--- config.mk ---
export PLATFORM = sky130hd
export DESIGN_NAME = dds_csr_mc
export DESIGN_NICKNAME = d
export VERILOG_FILES = /design/src/rtl/dds_csr_pkg.sv /design/src/rtl/dds_csr_chan.sv /design/src/rtl/dds_csr_mc.sv
export SDC_FILE = /design/constraint.sdc
export NUM_CORES = 1
export LEC_CHECK = 0
export BUFFER_PORTS_ARGS = -buffer_cell sky130_fd_sc_hd__buf_2
export CAP_MARGIN = 5
export CORE_ASPECT_RATIO = 1.1
export CORE_MARGIN = 5
export CORE_UTILIZATION = 30
export CTS_CLUSTER_DIAMETER = 150
export CTS_CLUSTER_SIZE = 8
export DETAILED_ROUTE_END_ITERATION = 12
export HOLD_SLACK_MARGIN = 0.08
export PLACE_DENSITY_LB_ADDON = 0.08
export SKIP_CTS_REPAIR_TIMING = 1
export SLEW_MARGIN = 20
export SYNTH_ARGS = -nofsm -noshare
export SYNTH_HDL_FRONTEND = slang
export SYNTH_SLANG_ARGS = --single-unit
--- constraint.sdc ---
create_clock -name Clk -period 6.5 [get_ports Clk]
set_clock_uncertainty 0.05 [all_clocks]
set_input_delay 0.65 -clock Clk [delete_from_list [all_inputs] [get_ports Clk]]
set_output_delay 0.65 -clock Clk [all_outputs]
set_load 0.01 [all_outputs]
--- src/rtl/dds_csr_pkg.sv ---
// dds_csr_pkg: shared register map constants and address helpers for the
// multi-channel DDS control/status register block.
//   - ADDR_*  : fixed word addresses of the global registers
//   - *_LSB   : bit-field offsets inside CTRL, STATUS and COMMIT
//   - ch_fcw_addr / ch_sample_addr : per-channel word addresses
package dds_csr_pkg;

  localparam int ADDR_CTRL    = 32'sd0;
  localparam int ADDR_STATUS  = 32'sd1;
  localparam int ADDR_PERIOD  = 32'sd2;
  localparam int ADDR_COMMIT  = 32'sd3;
  localparam int ADDR_CH_BASE = 32'sd4;

  localparam int RUN_LSB   = 32'sd0;
  localparam int IRQEN_LSB = 32'sd16;
  localparam int OVR_LSB   = 32'sd16;
  localparam int CLR_LSB   = 32'sd16;

  // Each channel owns two consecutive words: shadow FCW, then sample.
  function automatic int ch_fcw_addr(input int ch);
    return ADDR_CH_BASE + 32'sd2 * ch;
  endfunction

  function automatic int ch_sample_addr(input int ch);
    return ADDR_CH_BASE + 32'sd2 * ch + 32'sd1;
  endfunction

endpackage

--- src/rtl/dds_csr_chan.sv ---
// dds_csr_chan: per-channel register slice of the DDS CSR block.
// Ports:
//   Clk, ResetN          clock, asynchronous active-low reset
//   fcw_wr, fcw_wdata    shadow FCW write strobe and data
//   commit               copy shadow FCW into active FCW
//   clr_req              request a one-cycle phase clear pulse
//   capture, sample_in   sample capture strobe and current sine sample
//   evt_set              interrupt event for this (running) channel
//   pend_w1c, ovr_w1c    write-1-to-clear strobes for pending/overrun
//   fcw_sh, fcw_act      shadow and active FCW
//   sample               last captured sample
//   pending, overrun     status bits
//   phase_clr            registered phase-accumulator clear pulse
module dds_csr_chan #(
  parameter int FCW_W  = 16,
  parameter int DATA_W = 10
) (
  input  logic              Clk,
  input  logic              ResetN,
  input  logic              fcw_wr,
  input  logic [FCW_W-1:0]  fcw_wdata,
  input  logic              commit,
  input  logic              clr_req,
  input  logic              capture,
  input  logic [DATA_W-1:0] sample_in,
  input  logic              evt_set,
  input  logic              pend_w1c,
  input  logic              ovr_w1c,
  output logic [FCW_W-1:0]  fcw_sh,
  output logic [FCW_W-1:0]  fcw_act,
  output logic [DATA_W-1:0] sample,
  output logic              pending,
  output logic              overrun,
  output logic              phase_clr
);

  logic [FCW_W-1:0]  fcw_sh_r;
  logic [FCW_W-1:0]  fcw_act_r;
  logic [DATA_W-1:0] sample_r;
  logic              pending_r;
  logic              overrun_r;
  logic              phase_clr_r;

  // Channel state: shadow/active FCW, sample, status bits and clear pulse.
  always_ff @(posedge Clk or negedge ResetN) begin
    if (!ResetN) begin
      fcw_sh_r    <= {FCW_W{1'b0}};
      fcw_act_r   <= {FCW_W{1'b0}};
      sample_r    <= {DATA_W{1'b0}};
      pending_r   <= 1'b0;
      overrun_r   <= 1'b0;
      phase_clr_r <= 1'b0;
    end else begin
      if (fcw_wr) begin
        fcw_sh_r <= fcw_wdata;
      end
      // A commit in the same cycle as a shadow write takes the old shadow.
      if (commit) begin
        fcw_act_r <= fcw_sh_r;
      end
      phase_clr_r <= clr_req;
      if (capture) begin
        sample_r <= sample_in;
      end
      // Hardware set beats a simultaneous write-1-to-clear.
      if (evt_set) begin
        pending_r <= 1'b1;
      end else if (pend_w1c) begin
        pending_r <= 1'b0;
      end
      // Overrun looks at pending before this cycle's clear is applied.
      if (evt_set && pending_r) begin
        overrun_r <= 1'b1;
      end else if (ovr_w1c) begin
        overrun_r <= 1'b0;
      end
    end
  end

  assign fcw_sh    = fcw_sh_r;
  assign fcw_act   = fcw_act_r;
  assign sample    = sample_r;
  assign pending   = pending_r;
  assign overrun   = overrun_r;
  assign phase_clr = phase_clr_r;

endmodule

--- src/rtl/dds_csr_mc.sv ---
// dds_csr_mc: Avalon-MM control/status register block for NUM_CH DDS
// sine generators.
// Ports:
//   Clk, ResetN                       clock, asynchronous active-low reset
//   ChipSelect, Write, Read, Address  Avalon-MM slave controls (word address)
//   WriteData / ReadData              32-bit data; ReadData registered, 1-cycle latency
//   sample_tick                       one-cycle pulse per output sample
//   data_sin                          current samples, channel 0 in LSBs
//   run                               per-channel run enable
//   fcw                               active FCWs, channel 0 in LSBs
//   phase_clr                         one-cycle phase-accumulator clear pulses
//   irq                               level interrupt
module dds_csr_mc
  import dds_csr_pkg::*;
#(
  parameter int NUM_CH = 4,
  parameter int FCW_W  = 16,
  parameter int DATA_W = 10,
  parameter int ADDR_W = 4
) (
  input  logic                     Clk,
  input  logic                     ResetN,
  input  logic                     ChipSelect,
  input  logic                     Write,
  input  logic                     Read,
  input  logic [ADDR_W-1:0]        Address,
  input  logic [31:0]              WriteData,
  output logic [31:0]              ReadData,
  input  logic                     sample_tick,
  input  logic [NUM_CH*DATA_W-1:0] data_sin,
  output logic [NUM_CH-1:0]        run,
  output logic [NUM_CH*FCW_W-1:0]  fcw,
  output logic [NUM_CH-1:0]        phase_clr,
  output logic                     irq
);

  logic              wr_s;
  logic              rd_s;
  logic              ctrl_wr_s;
  logic              status_wr_s;
  logic              period_wr_s;
  logic              commit_wr_s;
  logic              evt_s;
  logic [31:0]       rdata_s;
  logic              unused_s;

  logic [NUM_CH-1:0] run_r;
  logic [NUM_CH-1:0] irq_en_r;
  logic [15:0]       period_r;
  logic [15:0]       cnt_r;
  logic [31:0]       rdata_r;
  logic              irq_r;

  logic [NUM_CH-1:0] pending_s;
  logic [NUM_CH-1:0] overrun_s;
  logic [31:0]       fcw_rd_s    [NUM_CH];
  logic [31:0]       sample_rd_s [NUM_CH];

  assign wr_s        = ChipSelect & Write;
  assign rd_s        = ChipSelect & Read;
  assign ctrl_wr_s   = wr_s && (Address == ADDR_W'(ADDR_CTRL));
  assign status_wr_s = wr_s && (Address == ADDR_W'(ADDR_STATUS));
  assign period_wr_s = wr_s && (Address == ADDR_W'(ADDR_PERIOD));
  assign commit_wr_s = wr_s && (Address == ADDR_W'(ADDR_COMMIT));
  // Only some WriteData bits map to register fields.
  assign unused_s    = ^WriteData;

  // Event fires on the tick that completes a period; a PERIOD write wins.
  always_comb begin
    evt_s = 1'b0;
    if (sample_tick && (period_r != 16'd0) && (cnt_r == period_r - 16'd1) && !period_wr_s) begin
      evt_s = 1'b1;
    end else begin
      evt_s = 1'b0;
    end
  end

  for (genvar ch = 0; ch < NUM_CH; ch++) begin : g_ch
    logic [FCW_W-1:0]  fcw_sh_s;
    logic [DATA_W-1:0] sample_s;

    dds_csr_chan #(
      .FCW_W  (FCW_W),
      .DATA_W (DATA_W)
    ) u_chan (
      .Clk       (Clk),
      .ResetN    (ResetN),
      .fcw_wr    (wr_s && (Address == ADDR_W'(ch_fcw_addr(ch)))),
      .fcw_wdata (WriteData[FCW_W-1:0]),
      .commit    (commit_wr_s && WriteData[ch]),
      .clr_req   (commit_wr_s && WriteData[CLR_LSB+ch]),
      .capture   (sample_tick && run_r[ch]),
      .sample_in (data_sin[ch*DATA_W +: DATA_W]),
      .evt_set   (evt_s && run_r[ch]),
      .pend_w1c  (status_wr_s && WriteData[ch]),
      .ovr_w1c   (status_wr_s && WriteData[OVR_LSB+ch]),
      .fcw_sh    (fcw_sh_s),
      .fcw_act   (fcw[ch*FCW_W +: FCW_W]),
      .sample    (sample_s),
      .pending   (pending_s[ch]),
      .overrun   (overrun_s[ch]),
      .phase_clr (phase_clr[ch])
    );

    assign fcw_rd_s[ch]    = 32'(fcw_sh_s);
    assign sample_rd_s[ch] = 32'(sample_s);
  end

  // CTRL and PERIOD registers.
  always_ff @(posedge Clk or negedge ResetN) begin
    if (!ResetN) begin
      run_r    <= {NUM_CH{1'b0}};
      irq_en_r <= {NUM_CH{1'b0}};
      period_r <= 16'd0;
    end else begin
      if (ctrl_wr_s) begin
        run_r    <= WriteData[RUN_LSB +: NUM_CH];
        irq_en_r <= WriteData[IRQEN_LSB +: NUM_CH];
      end
      if (period_wr_s) begin
        period_r <= WriteData[15:0];
      end
    end
  end

  // Tick counter: cleared by a PERIOD write, parked at 0 while PERIOD is 0.
  always_ff @(posedge Clk or negedge ResetN) begin
    if (!ResetN) begin
      cnt_r <= 16'd0;
    end else if (period_wr_s || (period_r == 16'd0)) begin
      cnt_r <= 16'd0;
    end else if (sample_tick) begin
      if (cnt_r == period_r - 16'd1) begin
        cnt_r <= 16'd0;
      end else begin
        cnt_r <= cnt_r + 16'd1;
      end
    end
  end

  // Read mux over current (pre-write) register values.
  always_comb begin
    rdata_s = 32'd0;
    case (Address)
      ADDR_W'(ADDR_CTRL): begin
        rdata_s[RUN_LSB +: NUM_CH]   = run_r;
        rdata_s[IRQEN_LSB +: NUM_CH] = irq_en_r;
      end
      ADDR_W'(ADDR_STATUS): begin
        rdata_s[NUM_CH-1:0]        = pending_s;
        rdata_s[OVR_LSB +: NUM_CH] = overrun_s;
      end
      ADDR_W'(ADDR_PERIOD): begin
        rdata_s[15:0] = period_r;
      end
      default: begin
        // COMMIT and unmapped words fall through with 0.
        for (int ch = 0; ch < NUM_CH; ch++) begin
          if (Address == ADDR_W'(ch_fcw_addr(ch))) begin
            rdata_s = fcw_rd_s[ch];
          end else if (Address == ADDR_W'(ch_sample_addr(ch))) begin
            rdata_s = sample_rd_s[ch];
          end else begin
            rdata_s = rdata_s;
          end
        end
      end
    endcase
  end

  // Registered read data and interrupt level.
  always_ff @(posedge Clk or negedge ResetN) begin
    if (!ResetN) begin
      rdata_r <= 32'd0;
      irq_r   <= 1'b0;
    end else begin
      if (rd_s) begin
        rdata_r <= rdata_s;
      end
      irq_r <= |(pending_s & irq_en_r);
    end
  end

  assign ReadData = rdata_r;
  assign run      = run_r;
  assign irq      = irq_r;

endmodule
==> results of run 1 <==
cells in the final DEF (no fill, tap or decap), types with 9 or more instances in the layout:
cell	synthesis	final
mux2i_1	14	14
nand4_1	9	9
a21oi_1	29	29
xnor2_1	13	13
dfrtp_1	241	241
nor2_1	43	42
conb_1	1	12
xor2_1	21	21
nand2_1	63	63
mux2_2	198	198
a22oi_1	20	20
clkbuf_16	0	37
buf_2	1	161
buf_4	19	15
inv_1	9	9
nand3_1	15	15
o21ai_0	33	33
per-stage QoR:
step / hold WS [ns] / power [mW] / setup WS [ns] / utilization / cell area [um2]
6_report: 0.107 / 4.41 / 2.86 / 0.365 / 13200
5_1_grt: 0.238 / 4.64 / 2.52 / 0.365 / 13200
4_1_cts: 0.226 / 4.49 / 2.81 / 0.365 / 13200
3_5_place_dp: 0.414 / 2.78 / 2.79 / 0.338 / 12200
3_3_place_gp: 0.406 / 2.77 / 2.73 / 0.338 / 12200
2_1_floorplan: 0.304 / 2.47 / 3.80 / - / 11000
routing by layer:
metal	up-vias	global-route usage	share of wire
li1	3439	-	-
met1	3863	0.250	0.47
met2	185	0.282	0.47
met3	32	0.0318	0.046
met4	0	0.0357	0.013
met5	-	0	0
power groups by stage:
stage               registers (mW)  clock network, mW  logic (mW)
floorplan                     1.97                  0       0.500
global placement              2.04                  0       0.733
finish                        2.01               1.66       0.732
detailed placement            2.04                  0       0.742
CTS                           2.02               1.72       0.746
global route                  2.05               1.78       0.813
worst register-to-register path, cell delays in order (launching register included):
cell      delay [ns]
dfrtp_1         0.43
inv_1           0.10
ha_1            0.23
nor3b_1         0.54
nand2_1         0.19
or3b_1          0.41
a221oi_1        0.32
nand4_2         0.29
o21bai_1        0.81
nor2_1          0.12
logic make-up after synthesis:
logic type	Yosys count	synth area share
compound gates	130	0.0791
xor+xnor	34	0.0273
fa+ha+maj	2	0.00229
buf+inv	72	0.0322
flops	241	0.553
mux	214	0.221
other cells	1	0.000344
simple gates	186	0.0845
flip-flops by register name (all words and copies together) (netlist names), 16 cells and up:
signal	cells
g_ch.u_chan.fcw_act	64
period_r	16
ReadData	20
g_ch.u_chan.fcw_sh	64
g_ch.u_chan.sample	40
cnt_r	16
path summary, 6_finish.rpt:
path | depth (start not counted) | startpoint | slack, ns | to
max | 9 | period_r[0] | 2.86 | cnt_r[12]
min | 1 | ResetN | 0.11 | ReadData[15]
max reg2reg | 9 | period_r[0] | 2.86 | cnt_r[12]
min reg2reg | 2 | ReadData[17] | 0.42 | ReadData[17]
max in group asynchronous | 2 | ResetN | 5.10 | g_ch[1].u_chan.fcw_sh[3]
min in group Clk | 2 | data_sin[1] | 0.32 | g_ch[0].u_chan.sample[1]
cell type report:
cell class | count | area share
well taps | 487 | 0.0463
repair buffers | 178 | 0.0725
multi-input cells | 578 | 0.348
flip-flops and latches | 241 | 0.458
clock buffers | 38 | 0.0706
inverters | 9 | 0.00257
clock inverters | 3 | 0.00200
==> impl_metrics.yaml, run 1 <==
cells_and_area:
  diodes: 0
  multi_input_area_um2: 4580
  area_growth_pct: 20.6
  drive_gt1_frac: 0.414
  nets: 1128
  regArea_um2: 6030
  num-fill-cells: 3620
  fin_cells: 1534
sta:
  setup_tns_ns: 0
  finalCritPeriodShare: 0.560
  max_freq_mhz: 274
  slew_headroom: 0.278
  finalCriticalPeriod_ns: 3.64
  rsz0062_at_grt: "false"
  max_slew.worst_pin.slew_ns: 1.08
  finalSetupViolations: 0
  slew_viol_final: 0
  hold_viol_final: 0
power_and_ir_drop:
  pwr-share-comb: 0.166
  p_switching_mw: 1.24
  p_int_mw: 3.17
  power.density_nw_per_um2: 335
  p_clk_frac: 0.377
  max-vdd-ir-drop_v: 0.000131
  sequentialPowerShare: 0.457
  swShare: 0.282
  power.leakage_nw: 6.31
synthesis:
  synthCells: 880
  ys_async_sr_fraction: 1.00
  ys_seq_area_frac: 0.553
  synthTopCellsByArea: "dfrtp_1, mux2_2, nand2_1"
  synth.most_common_cell: "dfrtp_1"
  avgSynthCellArea_um2: 12.4
  synth-main-ff-cell: "dfrtp_1"
  syn_area_um2: 10900
  synth_top_area_share: 0.553
  synth_edf_count: 0
  ys_top_cells_by_count: "dfrtp_1, mux2_2, nand2_1"
  ys_seq_elements: 241
  yosysWarningCount: 0
  yosysUniqueCellTypes: 56
  yosysTopAreaCell: "dfrtp_1"
setup_path:
  cp_cell_sequence: "inv_1 > ha_1 > nor3b_1 > nand2_1 > or3b_1 > a221oi_1 > nand4_2 > o21bai_1 > nor2_1"
  crit_type: "flip-flop to flip-flop"
  slowest_stage: "o21bai_1"
  cp_top_family: "simple AND/OR/NAND/NOR gates"
  crit_fanout: 12
  cp.arrival_ns: 3.94
  path_buf_inv: 1
  startpoint_type: "flip-flop"
  end_kind: "flip-flop"
  critPathRequiredTime_ns: 6.80
  slowest_delay_ns: 0.81
cts:
  ctsHtreeMaxLevel: 2
  clkSlewWorstSetupHoldPaths_ns: 0.05
  clock_sinks: 241
  cts_max_path_buffers: 3
  cts_buffers: 36
  insertion_delay_ns: 0.51
  cts_tree: "built"
  cts_root_buf: "clkbuf_16"
die:
  start_util: 0.302
  die_w_um: 192
  fp-row-count: 73
  io-pin-count: 187
  dieArea_um2: 40300
  coreArea_um2: 36100
  die_h_um: 210
drt:
  viasPerCell: 4.90
  drtPass1Iterations: 5
  antenna_left: 0
  routedWlPerCell_um: 23.2
  vias: 7519
  totalWireLength_um: 35500
  drt-initial-drc-count: 459
  drc_errors: 0
grt:
  first_global_vias: 7981
  grt_pass1_wl_um: 53000
  grt_usage: 0.176
  grt_max_degree: 125
  antenna_found_initial: 0
  overflow: 0
placed_design:
  post-place-cells: 1493
  routabilityCongestion: 0.787
  dp_hpwl_um: 24400
  io_buffers: 162
outcome:
  status: "finished clean"
min_path:
  hp-class: "primary input to async pin"
flow_run:
  max_cap_violations: 0
Note: power is estimated with default switching activity, not from simulation.
==> run 2: changes to the inputs <==
--- a/config.mk
+++ b/config.mk
@@ -5,6 +5,7 @@
 export SDC_FILE = /design/constraint.sdc
 export NUM_CORES = 1
 export LEC_CHECK = 0
+export ABC_AREA = 1
 export BUFFER_PORTS_ARGS = -buffer_cell sky130_fd_sc_hd__buf_2
 export CAP_MARGIN = 5
 export CORE_ASPECT_RATIO = 1.1
==> constraint.sdc (replaced) <==
create_clock -name Clk -period 3.4 [get_ports Clk]
set_clock_uncertainty 0.05 [all_clocks]
set_input_delay 0.34 -clock Clk [delete_from_list [all_inputs] [get_ports Clk]]
set_output_delay 0.34 -clock Clk [all_outputs]
set_load 0.01 [all_outputs]
==> run 2 against run 1 <==
  * Die area up 1.1%
  * Non-clock buffer count up 42
  * Total power up 93%
  * Via count up 18%
  * Maximum frequency up 49%
  * Final area up 4.6%
  * Clock-buffer cell count up 1
  * Critical path depth up 6
  * Hold slack worse by 0.057 ns
  * Clock power up 95%
  * Critical endpoint is now cnt_r[3]
==> impl_metrics.yaml, run 2 <==
cts:
  insertion_delay_ns: 0.51
  ctsHtreeMaxLevel: 2
  clkSlewWorstSetupHoldPaths_ns: 0.06
  cts_buffers: 36
  cts_root_buf: "clkbuf_16"
  cts_max_path_buffers: 3
  clock_sinks: 241
  cts_tree: "built"
grt:
  grt_usage: 0.172
  first_global_vias: 8808
  antenna_found_initial: 0
  grt_max_degree: 107
  overflow: 0
  grt_pass1_wl_um: 53800
placed_design:
  io_buffers: 162
  routabilityCongestion: 0.831
  post-place-ws_ns: 0.818
  dp_hpwl_um: 25700
  placed_area_um2: 12300
  post-place-cells: 1833
synthesis:
  synth_edf_count: 0
  synthMuxAreaShare: 0.0663
  synth_top_area_share: 0.546
  synth-simple-area-share: 0.189
  yosysUniqueCellTypes: 41
  yosysWarningCount: 0
  yosysTopAreaCell: "dfrtp_1"
  ys_seq_area_frac: 0.546
  synth_top_family_by_area: "simple AND/OR/NAND/NOR gates"
  ys_async_sr_fraction: 1.00
  synthCells: 1215
  synth_fa_ha_area_frac: 0.00227
  avgSynthCellArea_um2: 9.08
  ys_seq_elements: 241
  synth-main-ff-cell: "dfrtp_1"
  ys_top_cells_by_count: "nand2_1, dfrtp_1, inv_1, o21ai_0, nor2_1"
  syn_area_um2: 11000
  synth_xor_area_frac: 0.0175
  synth_compound_area_frac: 0.107
  synth.most_common_cell: "nand2_1"
  synthTopCellsByArea: "dfrtp_1, nand2_1, mux2_2"
die:
  die_w_um: 193
  fp-row-count: 73
  start_util: 0.304
  dieArea_um2: 40700
  coreArea_um2: 36300
  io-pin-count: 187
  die_h_um: 211
cells_and_area:
  final_util: 0.380
  area_growth_pct: 24.7
  diodes: 0
  final_common_cell: "nand2_1"
  drive_gt1_frac: 0.222
  multi_input_area_um2: 4260
  layout_common_cells: "nand2_1, dfrtp_1, buf_2"
  regArea_um2: 6030
  fin_cells: 1918
  num-fill-cells: 3798
  nets: 1512
  fin_area_um2: 13800
setup_path:
  cp.arrival_ns: 2.85
  crit_type: "flip-flop to flip-flop"
  slowest_delay_ns: 0.43
  end_kind: "flip-flop"
  startpoint_type: "flip-flop"
  slowest_stage: "dfrtp_1"
  critPathRequiredTime_ns: 3.80
  crit_fanout: 14
  cp_cell_sequence: "inv_2 > ha_1 > nand2_4 > nor2_8 > nand2_2 > xor2_1 > nand2_1 > nand2_1 > inv_2 > nand3_1 > nor2_2 > buf_4 > inv_2 > nand3_1 > nand2_1"
sta:
  finalCriticalPeriod_ns: 2.44
  slew_viol_final: 0
  hold_viol_final: 0
  finalSetupViolations: 0
  finalCritPeriodShare: 0.719
  max_freq_mhz: 409
  fin_ws_ns: 0.955
  max_slew.worst_pin.slew_ns: 0.969
  rsz0062_at_grt: "false"
  slew_headroom: 0.352
  setup_tns_ns: 0
  hold_ws_ns: 0.0504
drt:
  totalWireLength_um: 35000
  drc_errors: 0
  drtPass1Iterations: 5
  routedWlPerCell_um: 18.2
  drt-initial-drc-count: 596
  antenna_left: 0
  vias: 8884
  viasPerCell: 4.63
power_and_ir_drop:
  power_mw: 8.49
  power.leakage_nw: 6.89
  max-vdd-ir-drop_v: 0.000362
  power.density_nw_per_um2: 617
outcome:
  status: "finished clean"
min_path:
  hp-class: "primary input to flip-flop"
flow_run:
  max_cap_violations: 0
-- run 2: cell types whose count changed in the layout (fill, tap and decap cells not counted), sizes merged, moves of 44 or more --
cell	change
dlygate4sd3	+44
inv	+118
mux2	-133
nand2	+239
nor2	+56
o21ai	+99
-- run 2: final cells by class --
type / instances / share of cell area
inverter: 131 / 0.0357
clock buffer: 39 / 0.0694
clock inverter: 2 / 0.00182
multi-input combinational: 798 / 0.310
timing repair buffer: 220 / 0.101
sequential: 241 / 0.438
tap: 487 / 0.0443
-- run 2: cells by family after synthesis --
| logic type | Yosys count |
|---|---|
| XOR/XNOR | 22 |
| multiplexers | 65 |
| flip-flops | 241 |
| AND/OR/NAND/NOR | 481 |
| AO/OA/AOI/OAI | 216 |
| buffers and inverters | 187 |
| adder cells (fa/ha/maj) | 2 |
| other | 1 |
-- run 2: layer usage --
layer	track usage	up-vias	routed length (um)
li1	-	4353	-
met1	0.238	4268	15900
met2	0.278	217	16600
met3	0.0344	46	1790
met4	0.0403	0	684
met5	0	-	0
-- run 2: power breakdown --
group / internal (mW) / switching [mW] / total (mW) / leakage [nW]
logic: 0.616 / 0.852 / 1.47 / 3.29
clock network: 1.96 / 1.26 / 3.23 / 0.480
registers: 3.39 / 0.406 / 3.79 / 3.12
total: 5.97 / 2.52 / 8.49 / 6.89
-- run 2: worst paths after layout --
path                                      startpoint                         end  slack (ns)  cells after the start
setup / recovery                         period_r[0]                    cnt_r[3]        0.96                     15
hold / removal                          data_sin[37]    g_ch[3].u_chan.sample[7]        0.05                      3
setup reg to reg                         period_r[0]                    cnt_r[3]        0.96                     15
hold reg to reg            g_ch[1].u_chan.fcw_sh[15]   g_ch[1].u_chan.fcw_sh[15]        0.43                      2
max in group asynchronous                     ResetN  g_ch[3].u_chan.fcw_act[14]        2.04                      3
min in group asynchronous                     ResetN                 irq_en_r[1]        0.39                      2
-- run 2: critical path: cells and delay by family, from the launching register on --
family	cells	cell delay (ns)
XOR/XNOR	1	0.18
flip-flops	1	0.43
AND/OR/NAND/NOR	9	0.85
buffers and inverters	4	0.61
adder cells (fa/ha/maj)	1	0.27
